==> config.mk <==
export PLATFORM = sky130hd
export DESIGN_NAME = acumulador_produto_flat
export DESIGN_NICKNAME = d
export VERILOG_FILES = /design/src/rtl/acumulador_produto_if.sv /design/src/rtl/acumulador_produto.sv /design/src/flat_wrapper.sv
export SDC_FILE = /design/constraint.sdc
export NUM_CORES = 1
export LEC_CHECK = 0
export CELL_PAD_IN_SITES_DETAIL_PLACEMENT = 0
export CELL_PAD_IN_SITES_GLOBAL_PLACEMENT = 1
export CORE_ASPECT_RATIO = 0.75
export CORE_MARGIN = 8
export CORE_UTILIZATION = 33
export DETAILED_ROUTE_END_ITERATION = 12
export PLACE_DENSITY = 0.81
export SLEW_MARGIN = 20
export SYNTH_ARGS = -nofsm -noshare
export SYNTH_HDL_FRONTEND = slang
export SYNTH_SLANG_ARGS = --single-unit
==> constraint.sdc <==
create_clock -name clk -period 1.8 [get_ports clk]
set_clock_uncertainty 0.2 [all_clocks]
set_input_delay 0.36 -clock clk [delete_from_list [all_inputs] [get_ports clk]]
set_output_delay 0.36 -clock clk [all_outputs]
set_load 0.05 [all_outputs]
==> src/rtl/acumulador_produto_if.sv <==
// Handshake bundle for acumulador_produto: burst control, the product input
// stream (valid/ready) and the result output stream (valid/ready).
interface acumulador_produto_if #(
  parameter int ACC_W = 10,
  parameter int LEN_W = 4
);
  logic             start;
  logic [LEN_W-1:0] len;
  logic             abort;
  logic             in_valid;
  logic             in_ready;
  logic [4:0]       m;
  logic             ov;
  logic             out_valid;
  logic             out_ready;
  logic [ACC_W-1:0] acc_out;
  logic             ovf;
  logic [LEN_W-1:0] count;

  // Producer of bursts / consumer of results.
  modport master (
    output start, len, abort, in_valid, m, ov, out_ready,
    input  in_ready, out_valid, acc_out, ovf, count
  );

  // The accumulator block itself.
  modport slave (
    input  start, len, abort, in_valid, m, ov, out_ready,
    output in_ready, out_valid, acc_out, ovf, count
  );
endinterface

==> src/rtl/acumulador_produto.sv <==
// acumulador_produto: sums a burst of LEN products {ov, m} from a 3x3
// multiplier into an ACC_W-bit accumulator and presents the total with a
// valid/ready handshake. States: IDLE -> RUN -> DONE -> IDLE.
// Optional macro SATURATE_EN: clamp the accumulator at 2^ACC_W-1 on
// overflow instead of wrapping. The sticky ovf flag is set in both builds.
module acumulador_produto #(
  parameter int ACC_W = 10,
  parameter int LEN_W = 4
) (
  input  logic                  clk,
  input  logic                  rst_n,
  acumulador_produto_if.slave   bus
);

  typedef enum logic [1:0] {
    IDLE = 2'd0,
    RUN  = 2'd1,
    DONE = 2'd2
  } state_e;

  state_e           state_q, state_d;
  logic [ACC_W-1:0] acc_q, acc_d;
  logic             ovf_q, ovf_d;
  logic [LEN_W-1:0] count_q, count_d;
  logic [LEN_W-1:0] len_q, len_d;
  logic             out_valid_q, out_valid_d;

  logic [ACC_W:0]   product;
  logic [ACC_W:0]   sum;

  // Product widened to ACC_W+1 so the carry out of the top bit is visible.
  assign product = {{(ACC_W-5){1'b0}}, bus.ov, bus.m};

  // Next-state and datapath update for the three-state burst sequencer.
  always_comb begin
    // NOTE: every variable gets a default before the case so that no path
    // leaves it unassigned, which would otherwise infer a latch.
    state_d     = state_q;
    acc_d       = acc_q;
    ovf_d       = ovf_q;
    count_d     = count_q;
    len_d       = len_q;
    sum         = {1'b0, acc_q} + product;

    unique case (state_q)
      IDLE: begin
        if (bus.start) begin
          acc_d   = '0;
          ovf_d   = 1'b0;
          count_d = '0;
          if (bus.len != '0) begin
            len_d   = bus.len;
            state_d = RUN;
          end else begin
            state_d = DONE;
          end
        end
      end

      RUN: begin
        // abort wins over a simultaneous transfer: nothing is counted.
        if (bus.abort) begin
          state_d = IDLE;
        end else if (bus.in_valid) begin
`ifdef SATURATE_EN
          acc_d = sum[ACC_W] ? {ACC_W{1'b1}} : sum[ACC_W-1:0];
`else
          acc_d = sum[ACC_W-1:0];
`endif
          ovf_d   = ovf_q | sum[ACC_W];
          count_d = count_q + LEN_W'(1);
          if (count_q == len_q - LEN_W'(1)) begin
            state_d = DONE;
          end
        end
      end

      DONE: begin
        if (bus.abort || bus.out_ready) begin
          state_d = IDLE;
        end
      end

      default: state_d = IDLE;
    endcase

    out_valid_d = (state_d == DONE);
  end

  // State and datapath registers, cleared asynchronously.
  always_ff @(posedge clk or negedge rst_n) begin
    // NOTE: flops use non-blocking assignments so every register samples
    // the pre-edge values, regardless of statement order.
    if (!rst_n) begin
      state_q     <= IDLE;
      acc_q       <= '0;
      ovf_q       <= 1'b0;
      count_q     <= '0;
      len_q       <= '0;
      out_valid_q <= 1'b0;
    end else begin
      state_q     <= state_d;
      acc_q       <= acc_d;
      ovf_q       <= ovf_d;
      count_q     <= count_d;
      len_q       <= len_d;
      out_valid_q <= out_valid_d;
    end
  end

  assign bus.in_ready  = (state_q == RUN);
  assign bus.out_valid = out_valid_q;
  assign bus.acc_out   = acc_q;
  assign bus.ovf       = ovf_q;
  assign bus.count     = count_q;

endmodule

==> src/flat_wrapper.sv <==
// flat-port wrapper written by rule: the top's interface ports become plain ports
module acumulador_produto_flat 
#(
  parameter int ACC_W = 10,
  parameter int LEN_W = 4
)
  (clk, rst_n, bus_start, bus_len, bus_abort, bus_in_valid, bus_m, bus_ov, bus_out_ready, bus_in_ready, bus_out_valid, bus_acc_out, bus_ovf, bus_count);
  acumulador_produto_if #(.ACC_W(ACC_W), .LEN_W(LEN_W)) bus_i ();
  input  logic clk;
  input  logic rst_n;
  input wire logic [$bits(bus_i.start)-1:0] bus_start;
  input wire logic [$bits(bus_i.len)-1:0] bus_len;
  input wire logic [$bits(bus_i.abort)-1:0] bus_abort;
  input wire logic [$bits(bus_i.in_valid)-1:0] bus_in_valid;
  input wire logic [$bits(bus_i.m)-1:0] bus_m;
  input wire logic [$bits(bus_i.ov)-1:0] bus_ov;
  input wire logic [$bits(bus_i.out_ready)-1:0] bus_out_ready;
  output wire logic [$bits(bus_i.in_ready)-1:0] bus_in_ready;
  output wire logic [$bits(bus_i.out_valid)-1:0] bus_out_valid;
  output wire logic [$bits(bus_i.acc_out)-1:0] bus_acc_out;
  output wire logic [$bits(bus_i.ovf)-1:0] bus_ovf;
  output wire logic [$bits(bus_i.count)-1:0] bus_count;
  assign bus_i.start = bus_start;
  assign bus_i.len = bus_len;
  assign bus_i.abort = bus_abort;
  assign bus_i.in_valid = bus_in_valid;
  assign bus_i.m = bus_m;
  assign bus_i.ov = bus_ov;
  assign bus_i.out_ready = bus_out_ready;
  assign bus_in_ready = bus_i.in_ready;
  assign bus_out_valid = bus_i.out_valid;
  assign bus_acc_out = bus_i.acc_out;
  assign bus_ovf = bus_i.ovf;
  assign bus_count = bus_i.count;
  acumulador_produto #(.ACC_W(ACC_W), .LEN_W(LEN_W)) u_core (.clk(clk), .rst_n(rst_n), .bus(bus_i));
endmodule
# Word level (Yosys, flattened, before mapping)
# Index checks and enable logic that the tools add are counted.
totals:
  regBits: 22
  out_inout_bits: 17
  word_cells: 42
op_classes:
  addsub: 3
  eq_ne: 7
  n_mux: 19
  bitwise: 1
  n_reduce_logical: 6
op_table:
  columns: ["cell", "n"]
  rows:
  - ["$mux 10", 3]
  - ["$pmux 10 s2", 1]
  - ["$mux 2", 6]
  - ["$mux 4", 3]
  - ["$add 10x6->11", 1]
  - ["$pmux 4 s2", 1]
  - ["$ne 2x2->1 const B", 3]
  - ["$pmux 2 s3", 1]
  - ["$add 4x1->4 const B", 1]
  - ["$eq 2x2->1 const B", 2]
  - ["$eq 4x4->1", 1]
  - ["$reduce_and 4->1", 1]
  - ["$reduce_bool 4->1", 1]
  - ["$sub 4x1->4 const B", 1]
  - ["$mux 1", 3]
  - ["$reduce_and 3->1", 1]
  - ["$eq 2x1->1 const B", 1]
  - ["$logic_not 2->1", 1]
  - ["$pmux 1 s2", 1]
  - ["$reduce_bool 2->1", 1]
  - ["$logic_or 1x1->1", 1]
  - ["$or 1x1->1", 1]

# Depth between registers and ports, before layout
depth:
  ltp_word: 7
  mapped_depth: 6
  depth_no_buf: 6

# Least setup slack after synthesis
# OpenSTA, ideal clock, no wires.
synth_timing:
  path_kind: "register to register"
  from: "register u_core.acc_q[0] (netlist: u_core.bus.acc_out[0])"
  to: "register u_core.acc_q[8] (netlist: u_core.bus.acc_out[8])"
  setup_ps: 78
  t_arrival_ps: 2043
  t_required_ps: 1522
  setup_slack_ps: -522
  stages_incl_launch_ff: 7
  path_buffers: 0
  path_cell_list: "dfrtp_1 -> ha_1 -> fa_1 -> a211oi_1 -> o21a_1 -> or4_1 -> a21oi_1"
synth_via:
  elab_chain_len: 4
synth_rtl:
  columns: ["item", "line", "rtl"]
  rows:
  - ["from (decl)", "acumulador_produto.sv:22", "logic [ACC_W-1:0] acc_q, acc_d;"]
  - ["from (signal assigned)", "acumulador_produto.sv:96", "acc_q <= '0;"]
  - ["from (signal assigned)", "acumulador_produto.sv:103", "acc_q <= acc_d;"]
  - ["$add 10x6->11", "acumulador_produto.sv:43", "sum = {1'b0, acc_q} + product;"]
  - ["$mux 10", "acumulador_produto.sv:64", "end else if (bus.in_valid) begin"]
  - ["$mux 10", "acumulador_produto.sv:62", "if (bus.abort) begin"]
  - ["$pmux 10 s2", "acumulador_produto.sv:45", "unique case (state_q)"]
# Every way passes these cells. The select of a mux whose other input is x is not followed.
# A chain may end at the register's enable or synchronous reset.

# Worst setup path after layout
layout_timing:
  from: "register u_core.acc_q[0] (netlist: u_core.bus.acc_out[0])"
  to: "register u_core.acc_q[4] (netlist: u_core.bus.acc_out[4])"
# Same word-level chain as after synthesis.

==> impl_metrics.json <==
{
  "hold_path.class": "in -> async",
  "critical_path_arrival_ns": 1.90,
  "design_area_um2": 2390,
  "worstSetupEndpointType": "register",
  "p_comb_frac": 0.666,
  "worst_setup_path_startpoint": "u_core.bus.acc_out[0]",
  "power.share.switching": 0.422,
  "timing_max_transition_violations_final": 0,
  "n_antenna_cell": 0,
  "power.density_cell_area_nw_per_um2": 1450,
  "ctsRootBufferMaster": "clkbuf_8",
  "ys_types": 33,
  "yosysTopAreaCell": "dfrtp_1",
  "drv_cap": 0,
  "regToRegStartpoint": "u_core.bus.acc_out[0]",
  "timing_worst_slew_pin_value_ns": 0.426,
  "area_growth_pct": 77.7,
  "cts-hold-fix-buffers": 0,
  "placement_stage_worst_setup_slack_ns": -0.605,
  "regToRegSetupSlack_ns": -0.15,
  "largest_net_degree_at_the_start_of_global_routing": 23,
  "antenna_violations_before_repair": 0,
  "share_seq_of_total_power": 0.232,
  "cell_types_with_the_largest_area_share_after_synthesis": "dfrtp_1 (41%), ha_1 (7.4%), nand2_1 (4.2%)",
  "tritoncts.num_buffers": 3,
  "tritoncts_clock_tree": "built",
  "clk_pin_slew_ns": 0.08,
  "chipWidth_um": 89.7,
  "category_of_the_critical_setup_timing_path": "reg -> reg",
  "grt_util_all_layers": 0.123,
  "yosysWarningCount": 0,
  "detailedRoute.firstPassIterationCount": 4,
  "ffs_latches_synth": 22,
  "drt_wl_total_um": 3760,
  "ant_nets": 0,
  "cts_htree_levels": 1,
  "synth_area_um2": 1340,
  "share_clk_of_total_power": 0.102,
  "global_route.overflow_total": 0,
  "number_of_cells_produced_by_synthesis": 139,
  "worst_slack_ns": -0.149,
  "violated_checks": "negative setup slack",
  "first_pass_grt_wire_length_um": 6280,
  "total_core_area_um2": 3980,
  "initial_utilization": 0.338,
  "unrepaired_setup_endpoints_after_global_routing": "yes",
  "fin_crit_sh": 1.08,
  "layout.filler_cells": 336,
  "vias_in_the_first_global_route": 1364,
  "number_of_endpoints_with_negative_hold_slack_in_the_final_report": 0,
  "achievable-frequency_mhz": 513,
  "post-synth-top-area-fraction": 0.410,
  "required_arrival_time_at_the_worst_endpoint_ns": 1.75,
  "die_height_um": 71.3,
  "drt_iter0_drc": 87,
  "synth_seq_area_share": 0.410,
  "power.internal_uw": 2000,
  "setup_viol": 6,
  "placedInstanceArea_um2": 2210,
  "ir_worst_vdd_v": 0.000613,
  "syn_avg_cell_area_um2": 9.67,
  "io_pins": 33,
  "proportion_of_layout_cells_with_a_drive_suffix_above_1": 0.417,
  "drc_errors": 0,
  "synth.net_count": 164,
  "critPathLaunchType": "register",
  "post_drt_wl_per_cell_um": 14.4,
  "routabilityCongestion": 0.870,
  "cts.path.max_buffers": 2,
  "hpwlAfterDp_um": 2950,
  "power.leakage_uw": 0.00105,
  "io_buffer_count": 32,
  "worst_slew_margin_rel": 0.712,
  "cts.sinks": 22,
  "routed_vias": 1272,
  "timing.critical_path.fanout_max": 2,
  "clock_latency_ns": 0.26,
  "detailed_route_vias_per_instance": 4.87,
  "final_design_utilization": 0.600,
  "num-nets-final": 232,
  "run_status": "complete, but fails checks",
  "num_rows": 20,
  "final_period_minus_worst_setup_slack_ns": 1.95,
  "fp.dieArea_um2": 6390,
  "overall_power_after_layout_uw": 3460,
  "net_switching_power_uw": 1460
}
## cell usage in the layout, fill, tap and decap left out, types with 6 or more instances in the layout
cell and instances:
buf_12 17, buf_4 32, clkdlybuf4s50_1 7, dfrtp_1 16, dfrtp_2 6, dlygate4sd2_1 7
inv_1 6, nand2_1 15, nor2_1 6, o21ai_0 7
## kinds of logic (layout without fill, tap and decap cells)
logic type / Yosys count / in the layout / share of synthesized area
AOI/OAI and AO/OA: 35 / 35 / 0.172
buffers and inverters: 9 / 76 / 0.0251
and+or+nand+nor: 50 / 50 / 0.209
xor gates and xnor gates: 11 / 11 / 0.0717
muxes: 3 / 3 / 0.0223
adders and majority gates: 9 / 9 / 0.0894
DFF: 22 / 22 / 0.410
## Yosys cell counts, drive strengths merged
| library cell | number |
|---|---|
| a211o | 3 |
| a211oi | 4 |
| a21o | 3 |
| a21oi | 5 |
| a22o | 4 |
| and2 | 1 |
| clkbuf | 3 |
| dfrtp | 22 |
| fa | 1 |
| ha | 8 |
| inv | 6 |
| mux2i | 3 |
| nand2 | 15 |
| nand2b | 3 |
| nand3 | 4 |
| nand3b | 1 |
| nand4bb | 1 |
| nor2 | 6 |
| nor2b | 1 |
| nor3 | 3 |
| nor3b | 3 |
| nor4 | 4 |
| nor4b | 2 |
| o21a | 2 |
| o21ai | 11 |
| o21bai | 1 |
| o31ai | 2 |
| or2 | 3 |
| or4 | 3 |
| xnor2 | 6 |
| xor2 | 5 |
## worst max-delay path, stage by stage (launching register included)
cell     delay (ns)
dfrtp_2        0.43
ha_4           0.17
fa_2           0.38
buf_6          0.13
a21o_1         0.18
a21oi_2        0.12
xor2_1         0.15
o21ai_1        0.08
## registers in the layout, indices dropped and copies added (netlist names)
name / count
u_core.bus.ovf: 1
u_core.bus.acc_out: 10
u_core.len_q: 4
u_core.state_q: 2
u_core.bus.count: 4
u_core.bus.out_valid: 1
## power by group through the flow
stage / registers [µW] / clock network [µW] / logic (µW)
2_1_floorplan: 1090 / 0 / 816
3_3_place_gp: 790 / 0 / 2050
3_5_place_dp: 800 / 0 / 2070
4_1_cts: 797 / 367 / 2160
5_1_grt: 819 / 388 / 2470
6_report: 801 / 354 / 2300
## layer usage
metal  track usage  part of all wire  up-vias
met4        0.0386             0.013        0
li1              -                 -      639
met5             0                 0        -
met3        0.0331             0.062        4
met1         0.156              0.46      599
met2         0.195              0.47       30
## repair_timing
item                       in CTS  in global routing
gates resized for setup        16                 13
buffers inserted                1                  1
pin swaps                       6                  7
setup endpoints to repair       9                 12
cloned                          0                  0
## metrics by stage
stage	setup TNS (ns)	instances	hold WS [ns]
2_1_floorplan	-0.783	139	-0.136
5_1_grt	-1.09	261	0.272
6_report	-0.518	261	0.240
3_3_place_gp	-6.15	255	0.311
3_5_place_dp	-6.79	255	0.309
4_1_cts	-0.628	260	0.244
## worst paths after layout
kind | end | cells after the start
min in group clk | u_core.len_q[3] | 1
worst max register to register | u_core.bus.acc_out[4] | 7
worst min-delay path | u_core.bus.acc_out[2] | 2
max in group asynchronous | u_core.state_q[0] | 2
worst min register to register | u_core.len_q[3] | 1
worst max-delay path | u_core.bus.acc_out[4] | 7
## layout make-up
type | count | area, µm² | share of cell area
multi-input cells | 108 | 936 | 0.392
repair buffers | 66 | 747 | 0.313
flip-flops and latches | 22 | 558 | 0.234
well taps | 55 | 68.8 | 0.0288
clock buffers | 4 | 55.1 | 0.0231
inverters | 6 | 22.5 | 0.00943
Power figures use the tool's default switching activity.
